`config.mk`:
```
export PLATFORM = sky130hd
export DESIGN_NAME = spi_reg_bridge
export DESIGN_NICKNAME = d
export VERILOG_FILES = /design/src/rtl/spi_reg_pkg.sv /design/src/rtl/spi_cs_frame_detect.sv /design/src/rtl/spi_reg_bridge.sv
export SDC_FILE = /design/constraint.sdc
export NUM_CORES = 1
export LEC_CHECK = 0
export CAP_MARGIN = 10
export CORE_UTILIZATION = 50
export DETAILED_ROUTE_END_ITERATION = 7
export GPL_TIMING_DRIVEN = 0
export PLACE_DENSITY = 0.78
export SETUP_SLACK_MARGIN = 0.5
export SLEW_MARGIN = 20
export SYNTH_ARGS = -nofsm -noshare
export SYNTH_HDL_FRONTEND = slang
export SYNTH_SLANG_ARGS = --single-unit
export TNS_END_PERCENT = 1
```
`constraint.sdc`:
```
create_clock -name i_Clk -period 3.8 [get_ports i_Clk]
set_input_delay 0.95 -clock i_Clk [delete_from_list [all_inputs] [get_ports i_Clk]]
set_output_delay 0.95 -clock i_Clk [all_outputs]
set_load 0.01 [all_outputs]
```
`src/rtl/spi_reg_pkg.sv`:
```
// Shared types and constants for the SPI register bridge.
// Defining SPI_REG_BRIDGE_AUTOINC_EN makes the address advance after every data byte.
package spi_reg_pkg;

  localparam int CMD_WR_BIT = 7;
  localparam int ADDR_W     = 7;
  localparam int REG_W      = 8;

  typedef enum logic [1:0] {
    IDLE  = 2'd0,
    WRITE = 2'd1,
    READ  = 2'd2
  } state_e;

  // Next address after a data byte; fixed-address mode keeps polling the same register.
  function automatic logic [ADDR_W-1:0] addr_advance(input logic [ADDR_W-1:0] addr);
`ifdef SPI_REG_BRIDGE_AUTOINC_EN
    return addr + 7'd1;
`else
    return addr;
`endif
  endfunction

endpackage

```
`src/rtl/spi_cs_frame_detect.sv`:
```
// Chip-select synchronizer with two extra delay stages; pulses once per CS rising edge,
// late enough that the final received byte of the frame is always seen first.
module spi_cs_frame_detect (
  input  logic i_Clk,
  input  logic i_Rst_L,
  input  logic i_SPI_CS_n,
  output logic o_Frame_End
);

  logic cs_meta_r;
  logic cs_sync_r;
  logic cs_dly1_r;
  logic cs_dly2_r;

  // Synchronize the raw pin and delay it two more cycles; all stages idle high.
  always_ff @(posedge i_Clk) begin
    if (!i_Rst_L) begin
      cs_meta_r <= 1'b1;
      cs_sync_r <= 1'b1;
      cs_dly1_r <= 1'b1;
      cs_dly2_r <= 1'b1;
    end else begin
      cs_meta_r <= i_SPI_CS_n;
      cs_sync_r <= cs_meta_r;
      cs_dly1_r <= cs_sync_r;
      cs_dly2_r <= cs_dly1_r;
    end
  end

  assign o_Frame_End = cs_dly1_r & ~cs_dly2_r;

endmodule

```
`src/rtl/spi_reg_bridge.sv`:
```
// Byte-level command decoder and register bank behind the SPI slave.
// Address auto-increment is enabled by defining SPI_REG_BRIDGE_AUTOINC_EN.
module spi_reg_bridge
  import spi_reg_pkg::*;
#(
  parameter int          NUM_REGS  = 16,
  parameter logic [7:0]  IDLE_BYTE = 8'hA5
) (
  input  logic                      i_Clk,
  input  logic                      i_Rst_L,
  input  logic                      i_RX_DV,
  input  logic [7:0]                i_RX_Byte,
  input  logic                      i_SPI_CS_n,
  output logic                      o_TX_DV,
  output logic [7:0]                o_TX_Byte,
  output logic [8*NUM_REGS-1:0]     o_Regs,
  output logic                      o_Wr_Strobe,
  output logic [6:0]                o_Wr_Addr,
  output logic [7:0]                o_Wr_Data,
  output logic                      o_Busy
);

  state_e                    state_r;
  logic [ADDR_W-1:0]         addr_r;
  logic [REG_W*NUM_REGS-1:0] regs_r;
  logic                      init_done_r;
  logic                      tx_dv_r;
  logic [REG_W-1:0]          tx_byte_r;
  logic                      wr_strobe_r;
  logic [ADDR_W-1:0]         wr_addr_r;
  logic [REG_W-1:0]          wr_data_r;
  logic                      busy_r;
  logic                      frame_end_s;
  logic [ADDR_W-1:0]         rd_addr_s;
  logic [REG_W-1:0]          rd_data_s;

  spi_cs_frame_detect u_frame_detect (
    .i_Clk       (i_Clk),
    .i_Rst_L     (i_Rst_L),
    .i_SPI_CS_n  (i_SPI_CS_n),
    .o_Frame_End (frame_end_s)
  );

  // Read mux: the command byte supplies the address on READ entry, addr_r afterwards.
  always_comb begin
    rd_addr_s = (state_r == IDLE) ? i_RX_Byte[ADDR_W-1:0] : addr_r;
    rd_data_s = 8'h00;
    for (int i = 0; i < NUM_REGS; i++) begin
      rd_data_s = (rd_addr_s == ADDR_W'(i)) ? regs_r[REG_W*i +: REG_W] : rd_data_s;
    end
  end

  // Transaction FSM, register bank and all registered outputs.
  always_ff @(posedge i_Clk) begin
    if (!i_Rst_L) begin
      state_r     <= IDLE;
      addr_r      <= 7'd0;
      regs_r      <= {(REG_W*NUM_REGS){1'b0}};
      init_done_r <= 1'b0;
      tx_dv_r     <= 1'b0;
      tx_byte_r   <= 8'h00;
      wr_strobe_r <= 1'b0;
      wr_addr_r   <= 7'd0;
      wr_data_r   <= 8'h00;
      busy_r      <= 1'b0;
    end else begin
      tx_dv_r     <= 1'b0;
      wr_strobe_r <= 1'b0;
      if (!init_done_r) begin
        init_done_r <= 1'b1;
        tx_dv_r     <= 1'b1;
        tx_byte_r   <= IDLE_BYTE;
      end
      if (i_RX_DV) begin
        case (state_r)
          IDLE: begin
            busy_r <= 1'b1;
            if (i_RX_Byte[CMD_WR_BIT]) begin
              state_r <= WRITE;
              addr_r  <= i_RX_Byte[ADDR_W-1:0];
            end else begin
              state_r   <= READ;
              tx_byte_r <= rd_data_s;
              tx_dv_r   <= 1'b1;
              addr_r    <= addr_advance(i_RX_Byte[ADDR_W-1:0]);
            end
          end
          WRITE: begin
            // Out-of-range addresses match no register but still strobe.
            for (int i = 0; i < NUM_REGS; i++) begin
              if (addr_r == ADDR_W'(i)) begin
                regs_r[REG_W*i +: REG_W] <= i_RX_Byte;
              end
            end
            wr_strobe_r <= 1'b1;
            wr_addr_r   <= addr_r;
            wr_data_r   <= i_RX_Byte;
            addr_r      <= addr_advance(addr_r);
          end
          READ: begin
            tx_byte_r <= rd_data_s;
            tx_dv_r   <= 1'b1;
            addr_r    <= addr_advance(addr_r);
          end
          default: begin
            state_r <= IDLE;
            busy_r  <= 1'b0;
          end
        endcase
      end
      // End of frame overrides any TX load from a coincident byte.
      if (frame_end_s) begin
        state_r   <= IDLE;
        busy_r    <= 1'b0;
        tx_dv_r   <= 1'b1;
        tx_byte_r <= IDLE_BYTE;
      end
    end
  end

  assign o_TX_DV     = tx_dv_r;
  assign o_TX_Byte   = tx_byte_r;
  assign o_Regs      = regs_r;
  assign o_Wr_Strobe = wr_strobe_r;
  assign o_Wr_Addr   = wr_addr_r;
  assign o_Wr_Data   = wr_data_r;
  assign o_Busy      = busy_r;

endmodule

```
==> Flow_metrics.wiki, run 1 <==
{| class="wikitable"
! Metric !! Value
|-
| Critical Path Sink Type || flop
|-
| Power density normalized to cell area || approximately 390 mW/mm2
|-
| Met1 wire length || between 10000 and 15000 um
|-
| Largest fanout on the critical path || 10
|-
| Final hold vios || 0
|-
| Effective utilization at floorplan || 0.509
|-
| Net count after synthesis || around 930
|-
| Maximum clock frequency || 288 MHz
|-
| Grt total ovfl || 0
|-
| Layout Utilization || 0.677
|-
| Layout Area Growth over Synthesis || 33.1%
|-
| Average cell area after synthesis || 8.77 um2
|-
| Worst setup skew after layout || ~7.4 ps
|-
| Number of different library cells in the post-synthesis netlist || between 60 and 70
|-
| DRT iter0 DRCs || approximately 1.1k
|-
| Startpoint Class || input pin
|-
| Reg clk slew, reported paths || about 60 ps
|-
| Number of buffers inserted during clock tree synthesis || 17
|-
| Status || complete, no violations
|-
| Number of fill cells || ~1.3k
|-
| Count of antenna diodes in the layout || 0
|-
| Final setup fails || 0
|-
| Synth Instances || about 920
|-
| Number of pins with negative max-slew slack in the final report || 0
|-
| Global-route wire length before repair || approximately 44000 um
|-
| Commonest non-fill, non-tap cell in the layout || sky130_fd_sc_hd__dfxtp_1
|-
| Pre-CTS setup slack || -739 ps
|-
| Final setup TNS || 0 ps
|-
| Die outline width || between 100 and 150 um
|-
| Leak || 3.67 nW
|-
| Top library cells by usage in the layout, fill and taps aside || sky130_fd_sc_hd__dfxtp_1, sky130_fd_sc_hd__clkdlybuf4s50_1, sky130_fd_sc_hd__nand2_1
|-
| Number of enable flip-flop cells after synthesis || 0
|-
| Crit Path Category || in -> reg
|-
| Min Tclk post-route || 3470 ps
|-
| Share of cells above drive strength 1 || 0.0723
|-
| Post-route cell area || between 0.01 and 0.015 mm2
|-
| Post-DP HPWL || 21100 um
|-
| Cell area reported after detailed placement || approximately 0.01 mm2
|-
| Detailed-routed wire length on met2 || ~13000 um
|-
| Peak supply drop || about 0.35 mV
|-
| Most used flip-flop cell after synthesis || sky130_fd_sc_hd__dfxtp_1
|-
| Final standard cell count with taps included and fillers excluded || 1336
|-
| Die extent in y || roughly 130 um
|-
| Minimum setup slack in the final design || roughly 330 ps
|-
| Number of I/O pins || 166
|-
| Max_cap viols || 0
|-
| Wire length reported by the detailed router || between 20000 and 30000 um
|-
| Switching power of the nets || 1.11 mW
|-
| Slew HR || 0.349
|-
| Unrepaired setup endpoints after global routing || yes
|-
| Total standard cell area after synthesis || just over 0.008 mm2
|-
| Placed Instances || approximately 1.3k
|-
| Area of the die || about 0.017 mm2
|-
| DRT Pass-1 Iters || 6
|-
| Final Cycle Share || 0.913
|-
| Data arrival time of the worst path || about 3800 ps
|-
| Register bit total from synthesis || between 150 and 200
|-
| Proportion of synthesized chip area in sequential cells || 0.418
|-
| Clk sinks || approximately 170
|-
| Yosys warns || 0
|-
| Share of total power in the clock network || 0.441
|-
| Number of buffers inserted for hold repair after clock tree synthesis || 0
|-
| Number of DRC violations after detailed routing || 0
|-
| Clock tree from TritonCTS || built
|-
| Switching share of power || 0.267
|-
| Final-stage net count || 1123
|-
| Vias/cell || slightly above 6
|-
| Cell row count || between 40 and 50
|-
| Met3 wirelength from detailed routing || roughly 3300 um
|-
| Via count of the first global-routing pass || 7574
|-
| Bufs on Longest Clock Path || 2
|-
| Clock Tree Root || sky130_fd_sc_hd__clkbuf_16
|-
| Global-route total usage across every layer || 0.360
|-
| Number of buffers added on ports || around 160
|-
| Detailed-route via count || 8123
|-
| Actual slew at the worst max-slew pin || 971 ps
|-
| Fraction of registers with async set/reset || 0
|-
| CP required || between 4000 and 5000 ps
|-
| Number of levels in the clock H-tree || 4
|-
| Part of the power in combinational logic || 0.122
|-
| Portion of total power attributed to sequential cells || 0.438
|-
| GP Congestion || 0.941
|-
| Clock latency at the later pin of the worst-skew pair || around 450 ps
|-
| Routed len/inst || approximately 22 um
|-
| Area of the core region || 0.0158 mm2
|-
| Cell internal pwr || about 3.0 mW
|-
| Antenna violations before repair || 0
|-
| Antenna Violating Nets Remaining || 0
|-
| Tightest Hold Check Type || reg -> reg
|-
| Topmost layer with routed signal wires || met4
|-
| Pin count of the biggest net entering global routing || 17
|}
-- cells by family (layout without fill, tap and decap cells) --
kind of cell / after synthesis / in the layout / share of synthesized area
buffers and inverters: 76 / 278 / 0.0381
AOI/OAI and AO/OA: 207 / 207 / 0.187
muxes: 91 / 91 / 0.114
DFF: 168 / 168 / 0.418
and+or+nand+nor: 372 / 372 / 0.238
adders and majority gates: 4 / 4 / 0.00622
-- stage by stage --
stage	power, mW	hold slack (ps)
after floorplan	2.13	386
after global placement	2.30	391
after detailed placement	2.31	397
after CTS	4.09	414
after global routing	4.23	429
final	4.14	411
-- cell type report --
type	instances	area [um2]	share of cell area
Multi-Input combinational cell	674	4460	0.416
Sequential cell	168	3360	0.314
Timing Repair Buffer	170	1680	0.157
Clock buffer	22	464	0.0433
Buffer	69	307	0.0286
Tap cell	216	270	0.0252
Clock inverter	10	144	0.0134
Inverter	7	26.3	0.00245
-- final timing paths --
kind / from / to / slack [ps] / depth (start not counted)
worst min register to register: u_frame_detect.cs_meta_r$_SDFF_PN1_ / u_frame_detect.cs_sync_r$_SDFF_PN1_ / 410 / 1
worst min-delay path: u_frame_detect.cs_meta_r$_SDFF_PN1_ / u_frame_detect.cs_sync_r$_SDFF_PN1_ / 410 / 1
worst max-delay path: i_RX_Byte[6] / o_TX_Byte[4]$_SDFF_PP0_ / 330 / 9
worst max register to register: state_r[1]$_SDFFE_PP0P_ / o_TX_Byte[7]$_SDFF_PN0_ / 600 / 11
-- worst max-delay path, cell delays in order --
cell	delay, ps
sky130_fd_sc_hd__clkdlybuf4s50_1	480
sky130_fd_sc_hd__or4bb_1	590
sky130_fd_sc_hd__a211oi_2	360
sky130_fd_sc_hd__buf_4	250
sky130_fd_sc_hd__nand2_1	210
sky130_fd_sc_hd__o22ai_1	330
sky130_fd_sc_hd__nor4_1	120
sky130_fd_sc_hd__a21oi_1	360
sky130_fd_sc_hd__o32ai_1	130
-- Yosys cell counts (all sizes together) (5+ instances only) --
cell | count | area (um2)
nand4 | 5 | 31.3
clkbuf | 57 | 214
inv | 7 | 26.3
a22oi | 11 | 82.6
nor3 | 13 | 81.3
o21a | 7 | 52.6
nor2 | 39 | 169
and3 | 10 | 62.6
a211oi | 8 | 70.1
a21boi | 65 | 488
o221ai | 6 | 52.6
a21oi | 24 | 120
buf | 12 | 66.3
nor2b | 93 | 582
nand2 | 121 | 454
nand3 | 60 | 300
mux2i | 88 | 881
o22ai | 8 | 50.1
a221oi | 7 | 61.3
nand2b | 10 | 62.6
o21ai | 32 | 160
dfxtp | 168 | 3360
-- state kept, by name, indices dropped and copies added, names as in the netlist --
signal                    cells
state_r                       2
o_Wr_Data                     8
init_done_r                   1
o_Wr_Strobe                   1
o_Wr_Addr                     7
u_frame_detect.cs_dly2_r      1
o_Regs                      128
o_TX_DV                       1
o_Busy                        1
u_frame_detect.cs_sync_r      1
u_frame_detect.cs_dly1_r      1
u_frame_detect.cs_meta_r      1
addr_r                        7
o_TX_Byte                     8
-- per-layer routing --
metal  up-vias  global-route usage
met4         0               0.201
met2       561               0.547
met1      3814               0.475
met3       120              0.0790
li1       3628                   -
met5         -                   0
-- timing repair --
item,CTS,global route
gates resized for setup,23,16
pin swaps,3,3
setup buffers,4,2
setup endpoints to repair,8,17
-- power groups by stage --
stage,Combinational (mW),Sequential [mW],Clock [mW]
floorplan,0.283,1.85,0
global placement,0.455,1.85,0
detailed placement,0.457,1.85,0
CTS,0.473,1.81,1.81
global route,0.529,1.81,1.89
finish,0.504,1.81,1.82
Power figures use the tool's default switching activity.
==> run 2: changes to the inputs <==
==> constraint.sdc (replaced) <==
create_clock -name i_Clk -period 3.3 [get_ports i_Clk]
set_input_delay 0.825 -clock i_Clk [delete_from_list [all_inputs] [get_ports i_Clk]]
set_output_delay 0.825 -clock i_Clk [all_outputs]
set_load 0.1 [all_outputs]
==> run 2 against run 1 <==
- clock skew up 3.8 ps
- clock power up 15%
- final area up 2.2%
- combinational power up 48%
- via count up 2.9%
- critical endpoint is now o_TX_Byte[7]$_SDFF_PN0_
- die area unchanged
- largest power group unchanged
- critical path depth up 1
- setup slack worse by 120 ps
- power up 19%
- routed wire length up 1.9%
==> Flow_metrics.wiki, run 2 (synthesis gave the netlist of run 1 again) <==
{| class="wikitable"
! Metric !! Value
|-
| Status || complete, no violations
|-
| Number of cells on the worst reg-to-reg path || 11 (unchanged)
|-
| Post-route cell area || 0.0110 mm2 (+2.2%)
|-
| R2R Path End || o_TX_Byte[7]$_SDFF_PN0_
|-
| Clock tree from TritonCTS || built
|-
| Antenna violations before repair || 0 (unchanged)
|-
| Peak supply drop || 0.413 mV (+16%)
|-
| Minimum setup slack in the final design || 209 ps (-121 ps)
|-
| Detailed-route via count || 8358 (+2.9%)
|-
| Cells on Worst Hold Path || 1 (unchanged)
|-
| Worst setup skew after layout || 11.2 ps (+3.76 ps)
|-
| Number of DRC violations after detailed routing || 0 (unchanged)
|-
| Critical Path Sink Type || flop
|-
| Antenna Violating Nets Remaining || 0 (unchanged)
|-
| Number of buffers added on ports || 164 (unchanged)
|-
| Slew HR || 0.337 (-0.0124)
|-
| DRT iter0 DRCs || 1109 (+4.0%)
|-
| Count of antenna diodes in the layout || 0 (unchanged)
|-
| Clock latency at the later pin of the worst-skew pair || 450 ps (about the same)
|-
| Vias/cell || 6.22 (+2.4%)
|-
| Number of pins with negative max-slew slack in the final report || 0 (unchanged)
|-
| Top library cells by usage in the layout, fill and taps aside || sky130_fd_sc_hd__dfxtp_1, sky130_fd_sc_hd__clkdlybuf4s50_1, sky130_fd_sc_hd__nand2_1
|-
| Unrepaired setup endpoints after global routing || yes
|-
| Cell row count || 46 (unchanged)
|-
| Data arrival time of the worst path || 3420 ps (-360 ps)
|-
| Max_cap viols || 0 (unchanged)
|-
| Grt total ovfl || 0 (unchanged)
|-
| Max FFs per register || 128 (unchanged)
|-
| Effective utilization at floorplan || 0.509 (unchanged)
|-
| Pin count of the biggest net entering global routing || 17 (unchanged)
|-
| Die outline width || 129 um (unchanged)
|-
| Startpoint Class || input pin
|-
| Maximum clock frequency || 324 MHz
|-
| Routed len/inst || 22.6 um (+1.4%)
|-
| Number of buffers inserted for hold repair after clock tree synthesis || 0 (unchanged)
|-
| HP Start || u_frame_detect.cs_meta_r$_SDFF_PN1_
|-
| Pre-CTS setup slack || -1110 ps (-375 ps)
|-
| Layout Area Growth over Synthesis || 36.1%
|-
| Crit Path Category || in -> reg
|-
| Global-route total usage across every layer || 0.364 (+0.00421)
|-
| Power density normalized to cell area || 450 mW/mm2 (+17%)
|-
| Wire length reported by the detailed router || 30400 um (+1.9%)
|-
| Via count of the first global-routing pass || 7627 (+0.70%)
|-
| Share of cells above drive strength 1 || 0.0994 (+0.0271)
|-
| Reg clk slew, reported paths || 60 ps (about the same)
|-
| Area of the core region || 0.0158 mm2 (unchanged)
|-
| Bufs on Longest Clock Path || 2 (unchanged)
|-
| Start of the worst register-to-register path || state_r[0]$_SDFFE_PP0P_
|-
| Cell area reported after detailed placement || 0.00996 mm2 (unchanged)
|-
| Crit. Startpoint || i_RX_Byte[1]
|-
| Final setup fails || 0 (unchanged)
|-
| Final hold vios || 0 (unchanged)
|-
| Clk sinks || 168 (unchanged)
|-
| Number of buffers inserted during clock tree synthesis || 17 (unchanged)
|-
| Global-route wire length before repair || 44900 um (+1.2%)
|-
| Largest fanout on the critical path || 10 (unchanged)
|-
| DRT Pass-1 Iters || 6 (unchanged)
|-
| End of the worst hold path || u_frame_detect.cs_sync_r$_SDFF_PN1_
|-
| Actual slew at the worst max-slew pin || 991 ps (+20.8 ps)
|-
| Area of the die || 0.0166 mm2 (unchanged)
|-
| Final-stage net count || 1130 (+0.62%)
|-
| Min Tclk post-route || slightly above 3000 ps
|-
| Final Total Pwr || 4.93 mW (+19%)
|-
| Number of I/O pins || 166 (unchanged)
|-
| Number of levels in the clock H-tree || 4 (unchanged)
|-
| Leak || 3.76 nW (+2.4%)
|-
| Clock Tree Root || sky130_fd_sc_hd__clkbuf_16
|-
| Die extent in y || 129 um (unchanged)
|-
| Final Cycle Share || 0.937
|-
| CP required || 3620 ps (-490 ps)
|-
| Layout Utilization || 0.692 (+0.0151)
|-
| Commonest non-fill, non-tap cell in the layout || sky130_fd_sc_hd__dfxtp_1
|-
| Slack of the worst reg-to-reg path || 280 ps (-320 ps)
|-
| Tightest Hold Check Type || reg -> reg
|-
| GP Congestion || 0.941 (unchanged)
|-
| Post-DP HPWL || 21100 um (unchanged)
|}
==> run 2: power breakdown <==
| group | total, mW | internal (mW) | switching (mW) |
|---|---|---|---|
| Combinational | 0.747 | 0.224 | 0.523 |
| Clock | 2.10 | 1.23 | 0.865 |
| Sequential | 2.09 | 2.06 | 0.0312 |
==> run 2: worst max-delay path by stage <==
stage	endpoint	slack, ps	cells after the start
after floorplan	o_Regs[6]$_SDFFE_PN0P_	580	8
after global placement	o_TX_Byte[5]$_SDFF_PN0_	-1060	10
after detailed placement	o_TX_Byte[5]$_SDFF_PN0_	-1110	10
after CTS	o_TX_Byte[1]$_SDFF_PP0_	320	10
after global routing	o_TX_Byte[3]$_SDFF_PP0_	200	11
final	o_TX_Byte[7]$_SDFF_PN0_	210	10
==> run 2: through the flow <==
stage	hold WS (ps)	std cells	TNS (ps)
2_1_floorplan	386	918	0
3_3_place_gp	391	1298	-9180
3_5_place_dp	397	1298	-8460
4_1_cts	414	1340	0
5_1_grt	429	1343	0
6_report	412	1343	0
==> run 2: per-layer routing <==
metal | up-vias | wire (um) | track usage
met5 | - | 0 | 0
met2 | 628 | 13200 | 0.551
met1 | 3939 | 12000 | 0.481
met4 | 0 | 1580 | 0.203
met3 | 128 | 3560 | 0.0823
li1 | 3663 | - | -
==> run 2: critical path: stages <==
cell,delay [ps]
sky130_fd_sc_hd__clkdlybuf4s50_1,510
sky130_fd_sc_hd__clkbuf_4,280
sky130_fd_sc_hd__nand3_1,150
sky130_fd_sc_hd__o21ai_2,160
sky130_fd_sc_hd__clkbuf_4,260
sky130_fd_sc_hd__and3_1,200
sky130_fd_sc_hd__a2111oi_2,410
sky130_fd_sc_hd__a41oi_1,250
sky130_fd_sc_hd__o21ai_1,260
sky130_fd_sc_hd__a31oi_1,110
==> run 2: layout make-up <==
class	count	area, um2
Fill cell	1295	4870
Multi-Input combinational cell	675	4610
Sequential cell	168	3360
Timing Repair Buffer	176	1740
Clock buffer	22	464
Buffer	69	328
Tap cell	216	270
Clock inverter	10	144
Inverter	7	26.3
==> run 2: what timing repair did <==
action | 4_1_cts | 5_1_grt
gates cloned | 1 | 0
buffers inserted | 9 | 3
pin swaps | 10 | 4
gates resized for setup | 56 | 26
endpoints found under the setup margin | 122 | 189
==> run 3: changes to the inputs <==
--- a/config.mk
+++ b/config.mk
@@ -5,8 +5,10 @@
 export SDC_FILE = /design/constraint.sdc
 export NUM_CORES = 1
 export LEC_CHECK = 0
+export ABC_AREA = 0
 export CAP_MARGIN = 10
 export CORE_UTILIZATION = 50
+export CTS_CLUSTER_SIZE = 28
 export DETAILED_ROUTE_END_ITERATION = 7
 export GPL_TIMING_DRIVEN = 0
 export PLACE_DENSITY = 0.78
==> results of run 3 <==
No change in the layout: final DEF, timing and power equal those of run 2.
